**config.mk**
```make
export PLATFORM = sky130hd
export DESIGN_NAME = drop_controller
export DESIGN_NICKNAME = d
export VERILOG_FILES = /design/src/rtl/drop_controller.sv
export SDC_FILE = /design/constraint.sdc
export NUM_CORES = 1
export LEC_CHECK = 0
export ABC_CLOCK_PERIOD_IN_PS = 6300
export CAP_MARGIN = 20
export CORE_MARGIN = 2
export CORE_UTILIZATION = 55
export CTS_CLUSTER_DIAMETER = 80
export DETAILED_ROUTE_END_ITERATION = 8
export PLACE_DENSITY = 0.78
export SYNTH_ARGS = -nofsm -noshare
export SYNTH_HDL_FRONTEND = slang
export SYNTH_HIERARCHICAL = 1
export SYNTH_SLANG_ARGS = --single-unit
```
**constraint.sdc**
```tcl
create_clock -name clk -period 6.3 [get_ports clk]
set_input_delay 1.26 -clock clk [delete_from_list [all_inputs] [get_ports clk]]
set_output_delay 1.26 -clock clk [all_outputs]
set_load 0.005 [all_outputs]
```
**src/rtl/drop_controller.sv**
```systemverilog
// Drop controller: waits for four stable sensor readings, computes a height,
// then either rejects the measurement or drives the drop actuator for t_act cycles.

module sensors_input (
  input  logic [7:0] sensor1,
  input  logic [7:0] sensor2,
  input  logic [7:0] sensor3,
  input  logic [7:0] sensor4,
  output logic [7:0] height
);

  localparam int unsigned SUM_W = 10;

  logic [SUM_W-1:0] sum_24;
  logic [SUM_W-1:0] sum_13;
  logic [SUM_W-1:0] sum_all;

  // A zero reading marks a sensor pair as faulty; average the other pair instead.
  always_comb begin
    sum_24  = SUM_W'(sensor2) + SUM_W'(sensor4);
    sum_13  = SUM_W'(sensor1) + SUM_W'(sensor3);
    sum_all = SUM_W'(sensor1) + SUM_W'(sensor2) + SUM_W'(sensor3) + SUM_W'(sensor4);
    if (sensor1 == 8'd0 || sensor3 == 8'd0) begin
      height = 8'((sum_24 + SUM_W'(sum_24[0])) >> 1);
    end else if (sensor2 == 8'd0 || sensor4 == 8'd0) begin
      height = 8'((sum_13 + SUM_W'(sum_13[0])) >> 1);
    end else begin
      height = 8'((sum_all + {{(SUM_W-2){1'b0}}, sum_all[1], 1'b0}) >> 2);
    end
  end

endmodule

module drop_controller #(
  parameter int unsigned STABLE_CYCLES = 4,
  parameter logic [7:0]  MAX_HEIGHT    = 8'd100
) (
  input  logic        clk,
  input  logic        rst,
  input  logic [7:0]  sensor1,
  input  logic [7:0]  sensor2,
  input  logic [7:0]  sensor3,
  input  logic [7:0]  sensor4,
  input  logic        drop_req,
  input  logic        abort,
  input  logic [15:0] t_act,
  output logic [7:0]  height,
  output logic        drop_activated,
  output logic        busy,
  output logic        done,
  output logic        reject
);

  localparam int unsigned SENS_W = 8;
  localparam int unsigned CNT_W  = 8;
  localparam int unsigned TACT_W = 16;
  localparam logic [CNT_W-1:0] LAST_CNT = CNT_W'(STABLE_CYCLES - 1);

  typedef enum logic [2:0] {
    S_IDLE,
    S_STABLE,
    S_CHECK,
    S_DROP,
    S_DONE,
    S_REJECT
  } state_t;

  state_t                   state_q, state_d;
  logic [3:0][SENS_W-1:0]   lat_q, lat_d;
  logic [CNT_W-1:0]         cnt_q, cnt_d;
  logic [TACT_W-1:0]        drop_cnt_q, drop_cnt_d;
  logic [SENS_W-1:0]        height_q, height_d;
  logic                     drop_act_q, drop_act_d;
  logic                     busy_q, busy_d;
  logic                     done_q, done_d;
  logic                     reject_q, reject_d;

  logic [3:0][SENS_W-1:0]   sens_now;
  logic [SENS_W-1:0]        calc_height;
  logic                     sens_diff;

  assign sens_now  = {sensor4, sensor3, sensor2, sensor1};
  assign sens_diff = (sens_now != lat_q);

  sensors_input u_sensors (
    .sensor1 (lat_q[0]),
    .sensor2 (lat_q[1]),
    .sensor3 (lat_q[2]),
    .sensor4 (lat_q[3]),
    .height  (calc_height)
  );

  // Next-state, datapath and Moore outputs decoded from the next state.
  always_comb begin
    state_d    = state_q;
    lat_d      = lat_q;
    cnt_d      = cnt_q;
    drop_cnt_d = drop_cnt_q;
    height_d   = height_q;

    unique case (state_q)
      S_IDLE: begin
        if (drop_req && !abort) begin
          lat_d   = sens_now;
          cnt_d   = '0;
          state_d = S_STABLE;
        end
      end
      S_STABLE: begin
        if (abort) begin
          state_d = S_IDLE;
        end else if (sens_diff) begin
          lat_d = sens_now;
          cnt_d = '0;
        end else if (cnt_q == LAST_CNT) begin
          state_d = S_CHECK;
        end else begin
          cnt_d = cnt_q + CNT_W'(1);
        end
      end
      S_CHECK: begin
        if (abort) begin
          state_d = S_IDLE;
        end else begin
          height_d = calc_height;
          if (calc_height == 8'd0 || calc_height > MAX_HEIGHT) begin
            state_d = S_REJECT;
          end else begin
            drop_cnt_d = (t_act == 16'd0) ? 16'd1 : t_act;
            state_d    = S_DROP;
          end
        end
      end
      S_DROP: begin
        if (abort) begin
          state_d = S_IDLE;
        end else if (drop_cnt_q <= 16'd1) begin
          drop_cnt_d = '0;
          state_d    = S_DONE;
        end else begin
          drop_cnt_d = drop_cnt_q - TACT_W'(1);
        end
      end
      S_DONE:   state_d = S_IDLE;
      S_REJECT: state_d = S_IDLE;
      default:  state_d = S_IDLE;
    endcase

    busy_d     = (state_d != S_IDLE);
    drop_act_d = (state_d == S_DROP);
    done_d     = (state_d == S_DONE);
    reject_d   = (state_d == S_REJECT);
  end

  always_ff @(posedge clk) begin
    if (rst) begin
      state_q    <= S_IDLE;
      lat_q      <= '0;
      cnt_q      <= '0;
      drop_cnt_q <= '0;
      height_q   <= '0;
      drop_act_q <= 1'b0;
      busy_q     <= 1'b0;
      done_q     <= 1'b0;
      reject_q   <= 1'b0;
    end else begin
      state_q    <= state_d;
      lat_q      <= lat_d;
      cnt_q      <= cnt_d;
      drop_cnt_q <= drop_cnt_d;
      height_q   <= height_d;
      drop_act_q <= drop_act_d;
      busy_q     <= busy_d;
      done_q     <= done_d;
      reject_q   <= reject_d;
    end
  end

  assign height         = height_q;
  assign drop_activated = drop_act_q;
  assign busy           = busy_q;
  assign done           = done_q;
  assign reject         = reject_q;

endmodule
```
==> metrics.md, run 1 <==
| Metric | Value |
|---|---|
| Area added between synthesis and finish | `16.5%` |
| Initial antenna violation count | `0` |
| Most common cell in the netlist | `dfxtp_1` |
| Clock slew at reported path FFs | `0.08 ns` |
| Worst setup EP type | `register` |
| P_leak | `0.00251 µW` |
| DRT iter0 DRCs | `557` |
| F_max | `between 150 and 200 MHz` |
| Crit path buf inv count | `3` |
| Sink Count | `71` |
| Status | `complete, no violations` |
| Max Cap Viol | `0` |
| Crit path max-delay family | `compound AO/OA/AOI/OAI gates` |
| Fillers | `between 800 and 900` |
| Clk root buf | `clkbuf_8` |
| I/O pin total | `64` |
| Ranking of synthesized cells by area | `dfxtp_1 25%, xnor2_1 7.3%, ha_1 6.5%, fa_1 6.2%, a21oi_1 5.6%` |
| RR Startpoint | `lat_q[1]$_SDFFE_PP0P_` |
| Critical path startpoint category | `register` |
| Setup violators final | `0` |
| Slew Limit Fails | `0` |
| Worst hold slack | `around 0.46 ns` |
| Syn nets | `about 840` |
| Delay of the slowest cell on the worst path | `around 0.54 ns` |
| RSZ-0062 raised after global routing | `no` |
| Setup Buffers After CTS | `0` |
| Met1 usage | `0.382` |
| Layout cells sized above 1 | `0.0521` |
| VDD IR max | `roughly 130 µV` |
| CTS tree | `yes` |
| Row count | `37` |
| GR met3 Demand/Resource | `0.0429` |
| Avg Cell Area, Syn | `just under 8 µm²` |
| Final Hold Vio Count | `0` |
| Rel. slew slack | `0.284` |
| Final Cycle Share | `0.850` |
| Die width | `around 110 µm` |
| Syn. warnings | `6` |
| Syn Inst Count | `around 740` |
| Asr flop ratio synth | `0` |
| Cells along the critical path | `inv_1 > fa_1 > inv_1 > fa_1 > ha_1 > fa_1 > a211oi_2 > o21ai_1 > a21oi_2 > xnor2_1 > nor3b_2 > xor2_1 > o221a_1 > nor3_1 > a311o_1 > o21ai_1 > buf_4 > o21ai_0 > a22oi_1 > nor2_1` |
| PortBufs | `63` |
| Seq/Total Area, Yosys | `0.246` |
| CP dominant cell by count | `fa_1` |
| Largest net degree at the start of global routing | `slightly above 70` |
| Core Area | `roughly 10,000 µm²` |
| Stages on worst setup path | `20` |
| Clock Path Buffers | `2` |
| Sum Neg Setup Slack | `0 ns` |
| CP Capture Point | `drop_cnt_q[11]$_SDFFE_PP0P_` |
| DIE AREA | `~11,000 µm²` |
| Via count | `about 5,700` |
| Synth Cell Area | `~5800 µm²` |
| Clk Latency, worst-skew pair | `approximately 0.35 ns` |
| Final HPWL DP | `between 10,000 and 15,000 µm` |
| Reg2reg setup slack | `around 0.95 ns` |
| Total congestion overflow | `0` |
| Share of the synthesized area in the top cell type | `0.246` |
| Cell taking the most area after synthesis | `dfxtp_1` |
| Yosys cell types | `75` |
| Initial Utilization | `0.561` |
| GRT busiest layer | `met2` |
| Critical path's slowest cell | `fa_1` |
| #FFs+latches synth | `between 70 and 80` |
| Main flop type after synthesis | `dfxtp_1` |
| Most frequent cells after synthesis | `71 x dfxtp_1, 64 x a21oi_1, 61 x nand2_1` |
| Cell Pwr Density | `roughly 180 nW/µm²` |
| Pre-Repair DR Iteration Count | `7` |
| Hold bufs inserted after CTS | `0` |
| Reg2reg end | `drop_cnt_q[11]$_SDFFE_PP0P_` |
| Number of flops mapped to enable cells by yosys | `0` |
| Clock Skew | `~0.0075 ns` |
| Crit path DAT | `5.56 ns` |
| Routed wire length per instance | `between 15 and 20 µm` |
| Fin nets | `around 880` |
| Worst EP required | `6.51 ns` |
| Tot GR Track Use | `0.281` |
| Global placement routability congestion | `approximately 0.97` |
| FF/Latch Area | `between 1000 and 1500 µm²` |
| Crit-path max FO | `23` |
| Worst Tran Pin Value | `1.07 ns` |
| CP Class | `register to register` |
| First-pass GRT wire length | `about 26,000 µm` |
| Resized Gates After CTS | `0` |
| Crit path launch | `lat_q[1]$_SDFFE_PP0P_` |
| Residual DRC count | `0` |
| Min cycle time layout | `5.35 ns` |
| Die height | `106 µm` |
| Num CTS Buffers | `9` |
| Met2 usage | `0.454` |
| N_diodes | `0` |
| Area of the multi-input gates | `4010 µm²` |
| DRT antenna net count | `0` |
| Htree depth | `3` |
| Routed Wire Length | `approximately 16,000 µm` |
| HP Class | `register to register` |
| R2r worst-path depth | `20` |
| Via/cell ratio | `~6` |
| Number of global-route vias before repair | `around 5,300` |
## layout make-up
class                      instances  share of cell area
multi-input combinational        578               0.597
clock inverter                     5              0.0117
timing repair buffer              68               0.102
inverter                          54              0.0302
tap                              136              0.0253
sequential                        71               0.211
clock buffer                      11              0.0225
## per-stage QoR
| step | worst slack, ns | cells | instance area (µm²) | total power, µW | utilization |
|---|---|---|---|---|---|
| finish | 0.946 | 923 | 6720 | 1240 | 0.654 |
| global route | 0.563 | 923 | 6720 | 1300 | 0.654 |
| CTS | 0.982 | 922 | 6690 | 1230 | 0.651 |
| detailed placement | 1.00 | 906 | 6460 | 810 | 0.629 |
| global placement | 1.23 | 906 | 6460 | 802 | 0.629 |
| floorplan | 1.55 | 736 | 5770 | 708 | - |
## report_power, final
| group | switching [µW] | internal, µW |
|---|---|---|
| combinational | 185 | 142 |
| sequential | 23.2 | 460 |
| clock | 181 | 245 |
## sequential cells by signal, summed over array words and instances, names as in the netlist
| register | cells |
|---|---|
| reject | 1 |
| drop_cnt_q | 16 |
| height | 8 |
| done | 1 |
| lat_q | 32 |
| drop_activated | 1 |
| state_q | 3 |
| cnt_q | 8 |
| busy | 1 |
## worst register-to-register path: stages, from the launching register on
cell,delay (ns)
dfxtp_1,0.46
inv_1,0.10
fa_1,0.54
inv_1,0.06
fa_1,0.47
ha_1,0.27
fa_1,0.47
a211oi_2,0.32
o21ai_1,0.14
a21oi_2,0.18
xnor2_1,0.21
nor3b_2,0.25
xor2_1,0.19
o221a_1,0.26
nor3_1,0.08
a311o_1,0.40
o21ai_1,0.14
buf_4,0.26
o21ai_0,0.15
a22oi_1,0.22
nor2_1,0.05
## placed cells by master, fill, tap and decap left out, types with 3 or more instances in the layout
master and instances:
nand4_1 10, a21oi_1 64, o21a_1 5, and2_1 6
xor2_1 22, mux2i_1 4, buf_4 4, nand2b_1 5
nor3b_1 3, xnor2_1 48, nor3b_2 3, a22oi_1 10
clkbuf_8 11, nor3_1 24, or3_1 4, nor2b_1 3
o21bai_1 3, nand3_1 53, o21ai_1 10, clkdlybuf4s50_1 62
o21ai_0 52, ha_1 30, and3_1 4, fa_1 18
nor4_4 4, o31ai_1 4, nor2_1 42, dfxtp_1 71
a21o_1 4, inv_1 54, o22ai_1 6, nand2_1 61
a221oi_1 3, o2111ai_1 5, a211oi_1 5, a211o_1 3
nor4_1 18
## logic make-up after synthesis
group,count (synthesis),share of synthesized area
adders and majority gates,48,0.127
DFF,71,0.246
xor gates and xnor gates,70,0.106
muxes,5,0.00889
buffers and inverters,87,0.0596
AOI/OAI and AO/OA,204,0.223
and+or+nand+nor,251,0.229
## worst min-delay path by stage
stage | startpoint | endpoint | slack (ns) | depth (start not counted)
6_report | height[2]$_SDFFE_PP0P_ | height[2]$_SDFFE_PP0P_ | 0.46 | 2
5_1_grt | height[4]$_SDFFE_PP0P_ | height[4]$_SDFFE_PP0P_ | 0.47 | 2
3_5_place_dp | height[2]$_SDFFE_PP0P_ | height[2]$_SDFFE_PP0P_ | 0.45 | 2
2_1_floorplan | height[0]$_SDFFE_PP0P_ | height[0]$_SDFFE_PP0P_ | 0.45 | 2
3_3_place_gp | height[3]$_SDFFE_PP0P_ | height[3]$_SDFFE_PP0P_ | 0.45 | 2
4_1_cts | height[2]$_SDFFE_PP0P_ | height[2]$_SDFFE_PP0P_ | 0.46 | 2
## routing by layer
layer | wire length, µm | vias to the layer above | part of all wire
li1 | - | 2739 | -
met2 | 7350 | 244 | 0.46
met3 | 1150 | 37 | 0.073
met5 | 0 | - | 0
met4 | 425 | 0 | 0.027
met1 | 6950 | 2674 | 0.44
No activity file was read; power rests on OpenSTA's default activity.
==> inputs of run 2 (changes only) <==
- ABC_CLOCK_PERIOD_IN_PS: 6300 -> 5550
- clock period: 6.3 -> 5.55 ns (I/O delays scaled with it)
==> run 2 against run 1 <==
Compared with the run above:
- via count up 1.0%
- routed wire length is 0.82% lower
- clock power is 2% lower
- non-clock buffer count increased by 1
- hold slack is essentially flat
- critical endpoint unchanged
- cell count is 0.11% higher
==> metrics.md, run 2 (synthesis gave the netlist of run 1 again) <==
| Metric | Value |
|---|---|
| Placed cells | `906` |
| Post-Layout Cell Count | `between 900 and 1,000` |
| Final Hold Vio Count | `0` |
| Rel. slew slack | `0.311` |
| Htree depth | `3` |
| Largest Register | `lat_q` |
| Residual DRC count | `0` |
| Area added between synthesis and finish | `16.0%` |
| Via/cell ratio | `around 6.2` |
| Min cycle time layout | `roughly 5.3 ns` |
| Clk Latency, worst-skew pair | `approximately 0.35 ns` |
| Final core occ | `0.652` |
| Hold bufs inserted after CTS | `0` |
| First-pass GRT wire length | `25,400 µm` |
| Die width | `~110 µm` |
| HP Class | `register to register` |
| Worst EP required | `around 5.8 ns` |
| Row count | `37` |
| Biggest regs | `lat_q (32), drop_cnt_q (16)` |
| CTS tree | `yes` |
| Slew Limit Fails | `0` |
| Num CTS Buffers | `9` |
| Global placement routability congestion | `a little under 1` |
| Clock Path Buffers | `2` |
| Crit-path max FO | `23` |
| Fin nets | `around 900` |
| Delay of the slowest cell on the worst path | `0.53 ns` |
| Pre-Repair DR Iteration Count | `6` |
| N_diodes | `0` |
| I/O pin total | `64` |
| Die height | `106 µm` |
| Tot GR Track Use | `0.278` |
| Setup violators final | `0` |
| Most common cell after layout, fill and taps aside | `dfxtp_1` |
| Cell Pwr Density | `roughly 200 nW/µm²` |
| P_leak | `approximately 0.0025 µW` |
| R2r worst-path depth | `20` |
| Largest net degree at the start of global routing | `a little over 70` |
| Final HPWL DP | `about 12,000 µm` |
| Initial antenna violation count | `0` |
| Critical path's slowest cell | `fa_1` |
| Status | `complete, no violations` |
| CP Class | `register to register` |
| Initial Utilization | `0.561` |
| Sum Neg Setup Slack | `0 ns` |
| Cells along the critical path | `inv_1 > fa_1 > inv_1 > fa_1 > ha_1 > fa_1 > a211oi_2 > o21ai_1 > a21oi_2 > xnor2_1 > nor3b_2 > xor2_1 > o221a_1 > nor3_1 > a311o_1 > o21ai_1 > buf_6 > o21ai_0 > a22oi_1 > nor2_1` |
| Total congestion overflow | `0` |
| Final Cycle Share | `0.948` |
| Crit path DAT | `5.47 ns` |
| Clk root buf | `clkbuf_8` |
| VDD IR max | `165 µV` |
| Number of global-route vias before repair | `between 5,000 and 6,000` |
| DRT iter0 DRCs | `617` |
| Worst setup EP type | `register` |
| Critical path startpoint category | `register` |
| Max Cap Viol | `0` |
| PortBufs | `between 60 and 70` |
| Layout cells sized above 1 | `0.0571` |
| Via count | `approximately 5,800` |
| Max reg flops | `32` |
| Sink Count | `71` |
| Routed Wire Length | `roughly 16,000 µm` |
| Worst Tran Pin Value | `just over 1 ns` |
| Core Area | `slightly above 10,000 µm²` |
| Most frequent cells in the layout | `68 x dfxtp_1, 63 x a21oi_1, 62 x clkdlybuf4s50_1` |
| Cell depth of the worst hold path | `2` |
| Routed wire length per instance | `17.0 µm` |
| DRT antenna net count | `0` |
| F_max | `roughly 190 MHz` |
| Clock slew at reported path FFs | `around 0.08 ns` |
| Clock Skew | `around 0.011 ns` |
| DIE AREA | `around 11,000 µm²` |
| CP dominant cell by count | `fa_1` |
[run 2: what timing repair did]
item | 4_1_cts | 5_1_grt
hold endpoints to repair | 0 | 0
setup endpoints to repair | 0 | 15
buffers inserted | 0 | 1
gates resized for setup | 0 | 5
[run 2: per-layer routing]
metal,GRT usage,part of all wire
met4,0.0816,0.023
met3,0.0589,0.080
met1,0.371,0.43
met5,0,0
met2,0.453,0.47
[run 2: metrics by stage]
stage | worst slack, ns | cell area, µm² | total power, µW | hold slack, ns
after global routing | -0.00517 | 6700 | 1410 | 0.469
after CTS | 0.224 | 6660 | 1330 | 0.462
after detailed placement | 0.298 | 6460 | 920 | 0.450
final | 0.289 | 6700 | 1340 | 0.460
after global placement | 0.484 | 6460 | 911 | 0.450
after floorplan | 0.803 | 5770 | 804 | 0.453
[run 2: final cells by class]
cell class	instances	area, µm²
clock buffer	11	141
sequential	71	1430
multi-input combinational	578	4020
tap	136	170
fill	900	3580
clock inverter	5	57.6
inverter	54	203
timing repair buffer	69	682
[run 2: final timing paths]
check	from	to	slack [ns]
setup / recovery	lat_q[1]$_SDFFE_PP0P_	drop_cnt_q[11]$_SDFFE_PP0P_	0.29
hold / removal	height[2]$_SDFFE_PP0P_	height[2]$_SDFFE_PP0P_	0.46
setup reg to reg	lat_q[1]$_SDFFE_PP0P_	drop_cnt_q[11]$_SDFFE_PP0P_	0.29
hold reg to reg	height[2]$_SDFFE_PP0P_	height[2]$_SDFFE_PP0P_	0.46
[run 2: critical path, delay by kind of cell (launching register included)]
| kind | cells | cell delay [ns] |
|---|---|---|
| flops | 1 | 0.40 |
| fa+ha+maj | 4 | 1.75 |
| simple gates | 3 | 0.39 |
| buf+inv | 3 | 0.36 |
| xor+xnor | 2 | 0.40 |
| compound gates | 8 | 1.83 |
[run 2: where the power goes]
group / switching, µW / total, µW / internal, µW
sequential: 26.4 / 549 / 522
combinational: 209 / 370 / 161
clock: 200 / 419 / 219
total: 436 / 1340 / 902
==> inputs of run 3 (changes only) <==
- SKIP_CTS_REPAIR_TIMING: not set -> 1
==> results of run 3 <==
Final layout, timing and power as in run 2 (identical DEF).
